### config.mk
export PLATFORM = sky130hd
export DESIGN_NAME = mpmc10_rd_strip_gather_flat
export DESIGN_NICKNAME = d
export VERILOG_FILES = /design/src/rtl/mpmc10_pkg.sv /design/src/rtl/mpmc10_rd_strip_gather_if.sv /design/src/rtl/mpmc10_rd_strip_gather.sv /design/src/flat_wrapper.sv
export SDC_FILE = /design/constraint.sdc
export NUM_CORES = 1
export LEC_CHECK = 0
export BUFFER_PORTS_ARGS = -buffer_cell sky130_fd_sc_hd__buf_2
export CORE_AREA = 2 2 257 259
export CTS_BUF_LIST = sky130_fd_sc_hd__clkbuf_8 sky130_fd_sc_hd__clkbuf_16
export DETAILED_ROUTE_END_ITERATION = 12
export DIE_AREA = 0 0 259 261
export PLACE_DENSITY = 0.57
export SYNTH_ARGS = -nofsm -noshare
export SYNTH_HDL_FRONTEND = slang
export SYNTH_SLANG_ARGS = --single-unit
### constraint.sdc
create_clock -name clk -period 2.4 [get_ports clk]
set_clock_uncertainty 0.2 [all_clocks]
set_input_delay 0.36 -clock clk [delete_from_list [all_inputs] [get_ports clk]]
set_output_delay 0.36 -clock clk [all_outputs]
set_load 0.02 [all_outputs]
### src/rtl/mpmc10_pkg.sv
// Shared types and constants for the mpmc10 controller.
// Holds the read strip gather state encoding and line geometry.
package mpmc10_pkg;

  localparam int MPMC10_STRIP_W    = 128;
  localparam int MPMC10_MAX_STRIPS = 4;
  localparam int MPMC10_CNT_W      = 6;

  typedef enum logic [1:0] {
    RDG_IDLE,
    RDG_COLLECT,
    RDG_DONE
  } mpmc10_rdg_state_t;

  function automatic logic [MPMC10_CNT_W-1:0] rdg_clamp(
    input logic [MPMC10_CNT_W-1:0] n,
    input logic [MPMC10_CNT_W-1:0] lim
  );
    return (n > lim) ? lim : n;
  endfunction

endpackage

### src/rtl/mpmc10_rd_strip_gather_if.sv
// Bundle between read issue, app read data, gather block and consumer.
// slave = gather block, master = the surrounding controller.
interface mpmc10_rd_strip_gather_if
  import mpmc10_pkg::*;
#(
  parameter int STRIP_W    = MPMC10_STRIP_W,
  parameter int MAX_STRIPS = MPMC10_MAX_STRIPS,
  parameter int TAG_W      = 4
) ();

  logic                          start;
  logic [MPMC10_CNT_W-1:0]       num_strips;
  logic [TAG_W-1:0]              tag_i;
  logic                          rd_data_valid;
  logic [STRIP_W-1:0]            rd_data;
  logic                          line_ack;
  logic [MPMC10_CNT_W-1:0]       strip_cnt;
  logic                          busy;
  logic                          line_valid;
  logic [MAX_STRIPS*STRIP_W-1:0] line_o;
  logic [TAG_W-1:0]              tag_o;
  logic                          err_overrun;

  modport slave (
    input  start, num_strips, tag_i,
    input  rd_data_valid, rd_data,
    input  line_ack,
    output strip_cnt, busy, line_valid,
    output line_o, tag_o, err_overrun
  );

  modport master (
    output start, num_strips, tag_i,
    output rd_data_valid, rd_data,
    output line_ack,
    input  strip_cnt, busy, line_valid,
    input  line_o, tag_o, err_overrun
  );

endinterface

### src/rtl/mpmc10_rd_strip_gather.sv
// Gathers app read-data strips of one burst into a full line
// and holds it, with its tag, until the consumer acknowledges.
module mpmc10_rd_strip_gather
  import mpmc10_pkg::*;
#(
  parameter int STRIP_W    = MPMC10_STRIP_W,
  parameter int MAX_STRIPS = MPMC10_MAX_STRIPS,
  parameter int TAG_W      = 4
) (
  input logic clk,
  input logic rst,
  mpmc10_rd_strip_gather_if.slave bus
);

  localparam int LINE_W = MAX_STRIPS * STRIP_W;
  localparam logic [MPMC10_CNT_W-1:0] LAST_MAX =
    MPMC10_CNT_W'(MAX_STRIPS - 1);

  mpmc10_rdg_state_t state_q, state_d;

  logic [MPMC10_CNT_W-1:0] last_q;
  logic [MPMC10_CNT_W-1:0] cnt_q;
  logic [LINE_W-1:0]       line_q;
  logic [TAG_W-1:0]        tag_q;
  logic                    lv_q;
  logic                    err_q;

  logic take;
  logic cap;
  logic is_last;
  logic stray;

  always_comb begin
    take    = 1'b0;
    cap     = 1'b0;
    stray   = 1'b0;
    is_last = (cnt_q == last_q);
    unique case (state_q)
      RDG_IDLE: begin
        take  = bus.start;
        stray = bus.rd_data_valid && !bus.start;
      end
      RDG_COLLECT: begin
        cap = bus.rd_data_valid;
      end
      RDG_DONE: begin
        take  = bus.start && bus.line_ack;
        stray = bus.rd_data_valid;
      end
      default: ;
    endcase
  end

  always_comb begin
    state_d = state_q;
    unique case (state_q)
      RDG_IDLE:
        if (bus.start) state_d = RDG_COLLECT;
      RDG_COLLECT:
        if (cap && is_last) state_d = RDG_DONE;
      RDG_DONE:
        if (bus.line_ack)
          state_d = bus.start ? RDG_COLLECT : RDG_IDLE;
      default:
        state_d = RDG_IDLE;
    endcase
  end

  always_ff @(posedge clk) begin
    if (rst) state_q <= RDG_IDLE;
    else     state_q <= state_d;
  end

  always_ff @(posedge clk) begin
    if (rst) begin
      last_q <= '0;
      cnt_q  <= '0;
      line_q <= '0;
      tag_q  <= '0;
      lv_q   <= 1'b0;
      err_q  <= 1'b0;
    end else begin
      if (take) begin
        last_q <= rdg_clamp(bus.num_strips, LAST_MAX);
        tag_q  <= bus.tag_i;
        cnt_q  <= '0;
        line_q <= '0;
        err_q  <= 1'b0;
      end
      if (cap) begin
        for (int i = 0; i < MAX_STRIPS; i++) begin
          if (cnt_q == MPMC10_CNT_W'(i))
            line_q[i*STRIP_W +: STRIP_W] <= bus.rd_data;
        end
        if (is_last) lv_q  <= 1'b1;
        else         cnt_q <= cnt_q + 1'b1;
      end
      if (state_q == RDG_DONE && bus.line_ack)
        lv_q <= 1'b0;
      // A beat nobody asked for is flagged, never stored
      if (stray)
        err_q <= 1'b1;
    end
  end

  assign bus.strip_cnt   = cnt_q;
  assign bus.busy        = (state_q != RDG_IDLE);
  assign bus.line_valid  = lv_q;
  assign bus.line_o      = line_q;
  assign bus.tag_o       = tag_q;
  assign bus.err_overrun = err_q;

endmodule
### src/flat_wrapper.sv
// flat-port wrapper written by rule: the top's interface ports become plain ports
module mpmc10_rd_strip_gather_flat import mpmc10_pkg::*;
#(
  parameter int STRIP_W    = MPMC10_STRIP_W,
  parameter int MAX_STRIPS = MPMC10_MAX_STRIPS,
  parameter int TAG_W      = 4
)
  (clk, rst, bus_start, bus_num_strips, bus_tag_i, bus_rd_data_valid, bus_rd_data, bus_line_ack, bus_strip_cnt, bus_busy, bus_line_valid, bus_line_o, bus_tag_o, bus_err_overrun);
  mpmc10_rd_strip_gather_if #(.STRIP_W(STRIP_W), .MAX_STRIPS(MAX_STRIPS), .TAG_W(TAG_W)) bus_i ();
  input logic clk;
  input logic rst;
  input wire logic [$bits(bus_i.start)-1:0] bus_start;
  input wire logic [$bits(bus_i.num_strips)-1:0] bus_num_strips;
  input wire logic [$bits(bus_i.tag_i)-1:0] bus_tag_i;
  input wire logic [$bits(bus_i.rd_data_valid)-1:0] bus_rd_data_valid;
  input wire logic [$bits(bus_i.rd_data)-1:0] bus_rd_data;
  input wire logic [$bits(bus_i.line_ack)-1:0] bus_line_ack;
  output wire logic [$bits(bus_i.strip_cnt)-1:0] bus_strip_cnt;
  output wire logic [$bits(bus_i.busy)-1:0] bus_busy;
  output wire logic [$bits(bus_i.line_valid)-1:0] bus_line_valid;
  output wire logic [$bits(bus_i.line_o)-1:0] bus_line_o;
  output wire logic [$bits(bus_i.tag_o)-1:0] bus_tag_o;
  output wire logic [$bits(bus_i.err_overrun)-1:0] bus_err_overrun;
  assign bus_i.start = bus_start;
  assign bus_i.num_strips = bus_num_strips;
  assign bus_i.tag_i = bus_tag_i;
  assign bus_i.rd_data_valid = bus_rd_data_valid;
  assign bus_i.rd_data = bus_rd_data;
  assign bus_i.line_ack = bus_line_ack;
  assign bus_strip_cnt = bus_i.strip_cnt;
  assign bus_busy = bus_i.busy;
  assign bus_line_valid = bus_i.line_valid;
  assign bus_line_o = bus_i.line_o;
  assign bus_tag_o = bus_i.tag_o;
  assign bus_err_overrun = bus_i.err_overrun;
  mpmc10_rd_strip_gather #(.STRIP_W(STRIP_W), .MAX_STRIPS(MAX_STRIPS), .TAG_W(TAG_W)) u_core (.clk(clk), .rst(rst), .bus(bus_i));
endmodule
# Yosys cells after proc, flatten, opt, wreduce, memory -nomap -nowiden
# Cells that the tools add are included.
classes:
  addsub: 1
  n_lt_le_gt_ge: 1
  eq_ne: 9
  mux: 20
  n_reduce_logical: 12
ops:
  columns: ["op", "count"]
  rows:
  - ["$mux 512", 2]
  - ["$mux 128", 4]
  - ["$mux 6", 4]
  - ["$eq 6x2->1 const B", 2]
  - ["$add 6x1->6 const B", 1]
  - ["$eq 6x1->1 const B", 1]
  - ["$eq 6x6->1", 1]
  - ["$gt 6x2->1 const B", 1]
  - ["$logic_not 6->1", 1]
  - ["$mux 2", 3]
  - ["$pmux 2 s3", 1]
  - ["$logic_and 1x1->1", 4]
  - ["$mux 1", 4]
  - ["$ne 2x2->1 const B", 2]
  - ["$pmux 1 s2", 2]
  - ["$reduce_bool 2->1", 2]
  - ["$reduce_and 3->1", 1]
  - ["$eq 2x1->1 const B", 1]
  - ["$eq 2x2->1 const B", 1]
  - ["$logic_not 2->1", 1]
  - ["$ne 2x1->1 const B", 1]
  - ["$reduce_and 2->1", 1]
  - ["$reduce_or 2->1", 1]
  - ["$logic_not 1->1", 1]
word_totals:
  reg_bits: 532
  in_bits: 143
  out_inout_bits: 525
  elab_cells: 50

# Logic depth before layout (Yosys ltp)
# Gate-level depths: netlist (run 1).
logic_depth:
  depth_word: 5
  depth_mapped: 7
  mapped_depth_nobuf: 5

# Worst setup path before layout (run 1)
# Ideal clock, no wire load.
synth_timing:
  path_type: "reg-to-reg"
  start: "register u_core.cnt_q[1], in the netlist u_core.bus.strip_cnt[1]"
  end: "register u_core.lv_q, in the netlist u_core.bus.line_valid"
  setup_time_ns: 0.095
  arrival_ns: 1.603
  t_required_ns: 2.105
  path_slack_ns: 0.502
  path_stages_with_launch: 5
  path_buffers: 0
  period_less_slack_ns: 1.898
  path_cell_list: "dfxtp_1 -> xor2_1 -> or2_2 -> or3_1 -> a221oi_1"
synth_via:
  elab_chain_cells: 2
synth_rtl:
  columns: ["element", "line_no", "rtl"]
  rows:
  - ["from (decl)", "mpmc10_rd_strip_gather.sv:22", "logic [MPMC10_CNT_W-1:0] cnt_q;"]
  - ["from (signal assigned)", "mpmc10_rd_strip_gather.sv:96", "else cnt_q <= cnt_q + 1'b1;"]
  - ["$eq 6x6->1", "mpmc10_rd_strip_gather.sv:37", "is_last = (cnt_q == last_q);"]
  - ["$reduce_and 2->1 (no source line)", null, null]
  - ["to (signal assigned)", "mpmc10_rd_strip_gather.sv:80", "lv_q <= 1'b0;"]
  - ["to (signal assigned)", "mpmc10_rd_strip_gather.sv:95", "if (is_last) lv_q <= 1'b1;"]
  - ["to (signal assigned)", "mpmc10_rd_strip_gather.sv:99", "lv_q <= 1'b0;"]
  - ["to (decl)", "mpmc10_rd_strip_gather.sv:25", "logic lv_q;"]
# No other way between the ends.
# A chain may end at the register's enable or synchronous reset.

# Worst setup path after layout (run 1)
layout_timing:
  start: "register u_core.state_q[0]"
  end: "register u_core.line_q[53], in the netlist u_core.bus.line_o[53]"
layout_via:
  elab_chain_cells: 5
  elab_cells_between_ends: 8
  cone_classes: "eq/ne (2); mux (5); reduce/logical (1)"
layout_rtl:
  columns: ["element", "line_no", "rtl"]
  rows:
  - ["from (decl)", "mpmc10_rd_strip_gather.sv:19", "mpmc10_rdg_state_t state_q, state_d;"]
  - ["from (signal assigned)", "mpmc10_rd_strip_gather.sv:71", "else state_q <= state_d;"]
  - ["$eq 2x2->1 / $logic_not 2->1 (equally long branches)", "mpmc10_rd_strip_gather.sv:38", "unique case (state_q)"]
  - ["$pmux 1 s2", "mpmc10_rd_strip_gather.sv:38", null]
  - ["$mux 512", "mpmc10_rd_strip_gather.sv:83", "if (take) begin"]
  - ["$mux 128", "mpmc10_rd_strip_gather.sv:92", "if (cnt_q == MPMC10_CNT_W'(i))"]
  - ["$mux 512 (*)", "mpmc10_rd_strip_gather.sv:90", "if (cap) begin"]
  - ["to (signal, indexed assignment)", "mpmc10_rd_strip_gather.sv:93", "line_q[i*STRIP_W +: STRIP_W] <= bus.rd_data;"]
  - ["to (decl)", "mpmc10_rd_strip_gather.sv:23", "logic [LINE_W-1:0] line_q;"]
# Mark *: on every way between the ends. The rest lies on a longest branch, timed or not.

==> results.sh, run 1 <==
export IMPL_status="finished, final reports clean"
export IMPL_pwr_share_clk_pct=45.2
export IMPL_antennaDiodeCount=0
export IMPL_p_int_mw=14.9
export IMPL_peakVddDrop_uv=537
export IMPL_port_buffers=667
export IMPL_gp_congestion=0.847
export IMPL_synth_edf_count=0
export IMPL_cts_made_buffers=57
export IMPL_rsz0062_at_grt="false"
export IMPL_synth_top_area_share_pct=53.1
export IMPL_leakage_nw=11.1
export IMPL_seqPwrFrac_pct=45.3
export IMPL_coreArea_um2=65000
export IMPL_grt_max_degree=97
export IMPL_comb_power_share_pct=9.5
export IMPL_cts_resized=0
export IMPL_cts_path_max_buffers=3
export IMPL_area_growth_pct=35.5
export IMPL_maxCapViolations=0
export IMPL_setup_viol=0
export IMPL_initial_utilization_pct=30.8
export IMPL_clk_pin_slew_ns=0.06
export IMPL_drt_iter0_drc=1554
export IMPL_tns_ns=0
export IMPL_dp_hpwl_um=48900
export IMPL_syn_inst=2391
export IMPL_async_flop_share_pct=0
export IMPL_slew_headroom_pct=64.6
export IMPL_wl_per_cell_um=18.5
export IMPL_synthDistinctLibCells=40
export IMPL_ys_ff_latch=532
export IMPL_drc_errors=0
export IMPL_pre_cts_slack_ns=0.266
export IMPL_cp_cell_sequence="and3b_1 -> buf_4 -> and3_4 -> buf_12 -> nand2_1 -> a21oi_1"
export IMPL_via_count=19800
export IMPL_startpoint_type="register"
export IMPL_p_total_mw=20.0
export IMPL_critPathBufInv=2
export IMPL_critPathArrivalTime_ns=2.47
export IMPL_worst_slew_pin_slew_ns=0.531
export IMPL_synthesis_area_um2=20000
export IMPL_required_ns=2.72
export IMPL_wirelength_um=74200
export IMPL_ys_seq_area_share_pct=53.1
export IMPL_avgSynthCellArea_um2=8.38
export IMPL_antenna_left=0
export IMPL_slew_violations=0
export IMPL_grt_pass1_wl_um=110000
export IMPL_worstSkewPairLatency_ns=0.60
export IMPL_final_seq_area_um2=10700
export IMPL_cts_htree_levels=2
export IMPL_slowest_stage="dfxtp_1"
export IMPL_root_buffer="clkbuf_16"
export IMPL_swShare_pct=25.2
export IMPL_chipHeight_um=261
export IMPL_postCtsSetupBuffers=0
export IMPL_hold_viol=0
export IMPL_grt_pass1_vias=18400
export IMPL_p_per_area_nw_per_um2=735
export IMPL_syn_nets=2538
export IMPL_drtPass1Iterations=5
export IMPL_synthTopCellsByArea="dfxtp_1 53%, nand3_1 13%, a21oi_1 12%, nand2_1 9.8%, buf_12 3.3%"
export IMPL_crit_fanout=60
export IMPL_setup_worst_path_class="reg2reg"
export IMPL_final_nets=3242
export IMPL_hold_buffers=138
export IMPL_track_usage_pct=20.4
export IMPL_multi_input_area_um2=7780
export IMPL_final_area_um2=27200
export IMPL_cts_tree="done"
export IMPL_cts_sinks=532
export IMPL_rows=94
export IMPL_dpl_instance_area_um2=23800
export IMPL_switching_power_mw=5.03
export IMPL_layout_min_cycle_time_ns=2.15
export IMPL_fin_ws_ns=0.251
export IMPL_synth_largest_area_cell="dfxtp_1"
export IMPL_hold_class="in2reg"
export IMPL_drive_gt1_share_pct=27.5
export IMPL_grt_ovfl_total=0
export IMPL_fillers=6692
export IMPL_crit_path_end_kind="register"
export IMPL_crit_family="simple AND/OR/NAND/NOR gates"
export IMPL_synth_warnings=0
export IMPL_max_freq_ghz=0.465
export IMPL_fin_crit_sh_pct=89.6
export IMPL_synth_ff_type="dfxtp_1"
export IMPL_final_core_util_pct=41.7
export IMPL_antenna_found_initial=0
export IMPL_vias_per_cell=4.94
export IMPL_critPathMaxStageDelay_ns=0.42
export IMPL_ios=668
export IMPL_fp_dieArea_um2=67600
export IMPL_die_x_um=259
## final timing paths
kind	startpoint	end	slack, ns	cells after the start
max	u_core.state_q[0]$_SDFFE_PP0P_	u_core.bus.line_o[53]$_SDFF_PP0_	0.25	6
min	bus_num_strips[5]	u_core.last_q[0]$_SDFFE_PP0P_	0.10	5
max reg2reg	u_core.state_q[0]$_SDFFE_PP0P_	u_core.bus.line_o[53]$_SDFF_PP0_	0.25	6
min reg2reg	u_core.bus.tag_o[1]$_SDFFE_PP0P_	u_core.bus.tag_o[1]$_SDFFE_PP0P_	0.26	2
## logic make-up (layout without fill, tap and decap cells)
kind of cell,after synthesis,count (layout),synth area share (%)
AOI/OAI and AO/OA,535,535,14.0
xor gates and xnor gates,8,8,0.350
adders and majority gates,4,4,0.250
buffers and inverters,239,990,8.39
DFF,532,532,53.1
muxes,2,2,0.0999
and+or+nand+nor,1071,1071,23.8
## sequential cells by signal (all words and copies together) (netlist names)
register / flops
u_core.state_q: 2
u_core.bus.strip_cnt: 6
u_core.bus.tag_o: 4
u_core.bus.line_o: 512
u_core.bus.err_overrun: 1
u_core.bus.line_valid: 1
u_core.last_q: 6
## cell usage in the layout, fill, tap and decap left out, types with 5 or more instances in the layout
cell	instances
clkbuf_16	58
clkbuf_8	17
buf_2	666
buf_4	37
xnor2_1	6
dfxtp_1	532
a21oi_1	496
nand3_1	515
o21ai_0	5
nand2_1	524
dlygate4sd3_1	138
clkinv_2	6
inv_1	26
a21oi_2	23
buf_12	33
## metal layers
layer | track usage [%] | share of wire, % | routed length, um | vias to the layer above
li1 | - | - | - | 9544
met1 | 26.2 | 41 | 30700 | 9389
met2 | 33.4 | 48 | 35300 | 708
met3 | 4.87 | 7.6 | 5620 | 136
met4 | 7.68 | 3.5 | 2630 | 0
met5 | 0 | 0 | 0 | -
## through the flow
stage / hold slack, ns / instances
3_3_place_gp: 0.244 / 3762
3_5_place_dp: 0.248 / 3762
5_1_grt: 0.102 / 4006
2_1_floorplan: 0.272 / 2391
4_1_cts: 0.0650 / 4006
6_report: 0.104 / 4006
## synthesized netlist by cell type, types with 3 or more instances
master,n
dfxtp_1,532
nand2_1,525
nand3_1,519
a21oi_1,496
clkbuf_1,63
buf_2,62
buf_1,49
buf_12,33
a21oi_2,23
buf_6,22
inv_1,9
xnor2_1,6
o21ai_0,5
and3_1,4
and3_2,4
ha_1,4
nor2b_1,3
## power groups by stage
stage          clock (mW)  combinational (mW)  sequential, mW
2_1_floorplan           0               0.775            9.38
3_3_place_gp            0                1.71            9.23
3_5_place_dp            0                1.71            9.23
4_1_cts              9.22                1.89            9.04
5_1_grt              9.56                2.02            9.05
6_report             9.02                1.89            9.04
## cell type report
| cell class | count | area share, % |
|---|---|---|
| clock buffer | 75 | 6.21 |
| clock inverter | 31 | 0.935 |
| inverter | 9 | 0.124 |
| timing repair buffer | 875 | 20.9 |
| tap | 864 | 3.98 |
| sequential | 532 | 39.2 |
| multi-input combinational | 1620 | 28.7 |
## worst reg2reg max path, stage by stage, from the launching register on
cell and delay, ns:
dfxtp_1 0.42, and3b_1 0.39, buf_4 0.23, and3_4 0.24
buf_12 0.24, nand2_1 0.22, a21oi_1 0.14
(Power assumes the default switching activity.)
==> run 2, diff against run 1 <==
- PLACE_DENSITY: 0.57 -> not set
- PLACE_DENSITY_LB_ADDON: not set -> 0.1
==> results.sh, run 2 (synthesized netlist as in run 1, its figures left out) <==
export IMPL_clk_pin_slew_ns=0.06
export IMPL_status="finished, final reports clean"
export IMPL_root_buffer="clkbuf_16"
export IMPL_coreArea_um2=65000
export IMPL_p_per_area_nw_per_um2=747
export IMPL_startpoint_type="register"
export IMPL_track_usage_pct=22.6
export IMPL_initial_utilization_pct=30.8
export IMPL_setup_viol=0
export IMPL_fp_dieArea_um2=67600
export IMPL_slowest_stage="dfxtp_1"
export IMPL_final_seq_area_um2=10700
export IMPL_layout_commonest_cell="buf_2"
export IMPL_fin_crit_sh_pct=86.6
export IMPL_largest_reg_flops=512
export IMPL_crit_path_end_kind="register"
export IMPL_vias_per_cell=5.03
export IMPL_critPathArrivalTime_ns=2.41
export IMPL_worstSkewPairLatency_ns=0.62
export IMPL_gp_congestion=0.845
export IMPL_fillers=6678
export IMPL_ios=668
export IMPL_tns_ns=0
export IMPL_antenna_found_initial=0
export IMPL_drive_gt1_share_pct=27.1
export IMPL_crit_fanout=66
export IMPL_crit_start="u_core.bus.strip_cnt[1]$_SDFF_PP0_"
export IMPL_area_growth_pct=34.7
export IMPL_antennaDiodeCount=0
export IMPL_final_cell_mix="666 x buf_2, 532 x dfxtp_1, 524 x nand2_1"
export IMPL_drtPass1Iterations=8
export IMPL_rows=94
export IMPL_chipHeight_um=261
export IMPL_cts_tree="done"
export IMPL_slew_violations=0
export IMPL_rsz0062_at_grt="false"
export IMPL_slew_headroom_pct=34.9
export IMPL_pre_cts_slack_ns=0.272
export IMPL_drc_errors=0
export IMPL_grt_ovfl_total=0
export IMPL_leakage_nw=11.0
export IMPL_port_buffers=667
export IMPL_grt_max_degree=146
export IMPL_max_freq_ghz=0.481
export IMPL_critPathMaxStageDelay_ns=0.48
export IMPL_grt_pass1_vias=18900
export IMPL_postCtsSetupBuffers=0
export IMPL_final_nets=3221
export IMPL_setup_worst_path_class="reg2reg"
export IMPL_worst_slew_pin_slew_ns=0.967
export IMPL_hold_viol=0
export IMPL_cts_sinks=532
export IMPL_maxCapViolations=0
export IMPL_wl_per_cell_um=20.3
export IMPL_grt_pass1_wl_um=119000
export IMPL_drt_iter0_drc=1459
export IMPL_multi_input_area_um2=7780
export IMPL_cts_made_buffers=59
export IMPL_cts_htree_levels=2
export IMPL_die_x_um=259
export IMPL_peakVddDrop_uv=475
export IMPL_fin_ws_ns=0.321
export IMPL_cp_cell_sequence="ha_1 -> and3_4 -> buf_12 -> nand2_1 -> a21oi_1"
export IMPL_required_ns=2.73
export IMPL_r2r_start="u_core.bus.strip_cnt[1]$_SDFF_PP0_"
export IMPL_antenna_left=0
export IMPL_layout_min_cycle_time_ns=2.08
export IMPL_cts_path_max_buffers=3
export IMPL_hold_class="in2reg"
export IMPL_wirelength_um=81100
export IMPL_via_count=20000
export IMPL_dp_hpwl_um=51700
export IMPL_hp_start="bus_num_strips[5]"
==> run 2: cell types whose count changed in the layout (fill, tap and decap cells not counted), sizes merged <==
cell,change
buf,-23
clkinv,+4
clkbuf,+4
inv,-6
clkinvlp,-1
==> run 2: path summary, 6_finish.rpt <==
check	slack [ns]	cells past startpoint	endpoint
setup / recovery	0.32	5	u_core.bus.line_o[411]$_SDFF_PP0_
setup reg to reg	0.32	5	u_core.bus.line_o[411]$_SDFF_PP0_
hold / removal	0.14	5	u_core.last_q[0]$_SDFFE_PP0P_
hold reg to reg	0.26	2	u_core.bus.line_o[288]$_SDFF_PP0_
==> run 2: final cells by class <==
class,count,share of cell area (%)
Clock buffer,79,6.53
Clock inverter,28,0.917
Inverter,9,0.125
Multi-Input combinational cell,1620,28.8
Sequential cell,532,39.4
Tap cell,864,4.00
Timing Repair Buffer,852,20.2
==> run 2: repair_timing <==
action | 4_1_cts | 5_1_grt
resized for setup | 0 | 0
hold endpoints to repair | 521 | 0
hold buffers | 138 | 0
==> run 2: stage by stage <==
stage / instances / area (um2) / hold slack, ns / utilization (%) / total power [mW]
floorplan: 2391 / 20000 / 0.272 / - / 10.2
global placement: 3739 / 23600 / 0.242 / 36.3 / 10.9
detailed placement: 3739 / 23600 / 0.253 / 36.3 / 10.9
CTS: 3984 / 27000 / 0.104 / 41.5 / 20.4
global route: 3984 / 27000 / 0.135 / 41.5 / 20.9
finish: 3984 / 27000 / 0.141 / 41.5 / 20.2
==> run 2: power breakdown <==
group	switching, mW	total, mW	internal, mW	leakage [nW]
clock	3.79	9.32	5.53	1.04
sequential	0.0721	9.04	8.97	4.29
combinational	1.26	1.83	0.562	5.69
==> run 2: per-layer routing <==
| layer | vias to the layer above | part of all wire, % | track usage (%) | wire [um] |
|---|---|---|---|---|
| met5 | - | 0 | 0 | 0 |
| met2 | 748 | 49 | 38.5 | 39500 |
| met4 | 0 | 3.4 | 7.92 | 2770 |
| met3 | 136 | 7.7 | 6.09 | 6220 |
| li1 | 9506 | - | - | - |
| met1 | 9641 | 40 | 27.5 | 32500 |
==> run 2: critical path, delay by kind of cell, from the launching register on <==
| family | cells | cell delay (ns) |
|---|---|---|
| flip-flops | 1 | 0.48 |
| AO/OA/AOI/OAI | 1 | 0.14 |
| AND/OR/NAND/NOR | 2 | 0.38 |
| adder cells (fa/ha/maj) | 1 | 0.38 |
| buffers and inverters | 1 | 0.35 |
==> run 3, diff against run 2 <==
- PLACE_DENSITY: not set -> 0.56
- PLACE_DENSITY_LB_ADDON: 0.1 -> not set
==> results.sh, run 3 (synthesized netlist as in run 1, its figures left out) <==
export IMPL_slew_violations=0
export IMPL_drive_gt1_share_pct=27.6
export IMPL_final_core_util_pct=41.8
export IMPL_grt_pass1_vias=18300
export IMPL_gp_congestion=0.817
export IMPL_fp_dieArea_um2=67600
export IMPL_cts_sinks=532
export IMPL_tns_ns=0
export IMPL_worstSkewPairLatency_ns=0.60
export IMPL_slew_headroom_pct=56.8
export IMPL_drt_iter0_drc=1730
export IMPL_cts_path_max_buffers=3
export IMPL_cts_htree_levels=2
export IMPL_cts_resized=0
export IMPL_worst_slew_pin_slew_ns=0.649
export IMPL_crit_path_end_kind="primary output"
export IMPL_area_growth_pct=35.5
export IMPL_top_layer_used="met5"
export IMPL_final_nets=3239
export IMPL_wl_per_cell_um=18.7
export IMPL_startpoint_type="register"
export IMPL_peakVddDrop_uv=596
export IMPL_grt_ovfl_total=0
export IMPL_antenna_found_initial=1
export IMPL_postCtsSetupBuffers=0
export IMPL_dp_hpwl_um=48900
export IMPL_fin_crit_sh_pct=86.8
export IMPL_route_met2_wl_um=35700
export IMPL_dr_wl_met3_um=5910
export IMPL_final_cell_mix="666 x buf_2, 532 x dfxtp_1, 524 x nand2_1"
export IMPL_layout_commonest_cell="buf_2"
export IMPL_antenna_left=0
export IMPL_layout_min_cycle_time_ns=2.08
export IMPL_antennaDiodeCount=0
export IMPL_vias_per_cell=4.96
export IMPL_fillers=6621
export IMPL_crit_fanout=6
export IMPL_setup_worst_path_class="reg2out"
export IMPL_hold_viol=0
export IMPL_rows=94
export IMPL_chipHeight_um=261
export IMPL_track_usage_pct=20.5
export IMPL_rsz0062_at_grt="false"
export IMPL_drc_errors=0
export IMPL_status="finished, final reports clean"
export IMPL_p_per_area_nw_per_um2=725
export IMPL_clk_pin_slew_ns=0.06
export IMPL_coreArea_um2=65000
export IMPL_largest_reg_flops=512
export IMPL_required_ns=1.84
export IMPL_root_buffer="clkbuf_16"
export IMPL_grt_pass1_wl_um=111000
export IMPL_max_freq_ghz=0.480
export IMPL_setup_viol=0
export IMPL_met1Wirelength_um=30300
export IMPL_wirelength_um=74700
export IMPL_hold_class="in2reg"
export IMPL_grt_max_degree=110
export IMPL_initial_utilization_pct=30.8
export IMPL_cts_made_buffers=57
export IMPL_cts_tree="done"
export IMPL_leakage_nw=11.1
export IMPL_port_buffers=667
export IMPL_via_count=19800
export IMPL_drtPass1Iterations=7
export IMPL_die_x_um=259
export IMPL_hold_buffers=137
export IMPL_maxCapViolations=0
export IMPL_critPathArrivalTime_ns=1.52
export IMPL_ios=668
## run 3: changes by cell type in the layout (fill, tap and decap cells not counted), sizes merged
cell | before | now
buf | 714 | 735
bufinv | 4 | 2
clkbuf | 79 | 72
clkinv | 11 | 16
clkinvlp | 1 | 3
dlygate4sd3 | 138 | 137
## run 3: through the flow
stage / std cells / total power [mW] / instance area (um2) / setup WS (ns) / hold WS (ns)
2_1_floorplan: 2391 / 10.2 / 20000 / 0.502 / 0.272
4_1_cts: 4002 / 19.9 / 27200 / 0.275 / 0.00537
6_report: 4002 / 19.7 / 27200 / 0.317 / 0.0327
5_1_grt: 4002 / 20.4 / 27200 / 0.225 / 0.0323
3_5_place_dp: 3760 / 10.9 / 23900 / 0.345 / 0.245
3_3_place_gp: 3760 / 10.9 / 23900 / 0.366 / 0.246
## run 3: power breakdown
part / internal (mW) / total, mW / switching [mW]
sequential: 8.96 / 9.03 / 0.0676
clock: 5.06 / 8.77 / 3.70
combinational: 0.622 / 1.89 / 1.27
total: 14.6 / 19.7 / 5.04
## run 3: worst max-delay path, cell delays in order (launching register included)
cell and delay (ns):
dfxtp_1 0.31, buf_4 0.15, or2_2 0.29, buf_2 0.18
## run 3: worst paths after layout
| check | startpoint | endpoint | slack [ns] | cells after the start |
|---|---|---|---|---|
| max | u_core.state_q[0]$_SDFFE_PP0P_ | bus_busy | 0.32 | 3 |
| min | bus_start | u_core.bus.err_overrun$_SDFFE_PP0P_ | 0.03 | 3 |
| max reg2reg | u_core.bus.strip_cnt[4]$_SDFF_PP0_ | u_core.bus.line_o[23]$_SDFF_PP0_ | 0.35 | 6 |
| min reg2reg | u_core.bus.tag_o[1]$_SDFFE_PP0P_ | u_core.bus.tag_o[1]$_SDFFE_PP0P_ | 0.26 | 2 |
## run 3: cell type report
cell class,count,area (um2),share of cell area [%]
clock inverter,33,224,0.825
sequential,532,10700,39.2
inverter,9,33.8,0.124
timing repair buffer,872,5730,21.1
multi-input combinational,1620,7780,28.7
tap,864,1080,3.98
clock buffer,72,1660,6.10
## run 3: per-layer routing
layer	up-vias	track usage (%)
met3	145	5.27
met2	738	33.7
met4	2	8.48
li1	9535	-
met1	9413	25.7
met5	-	0
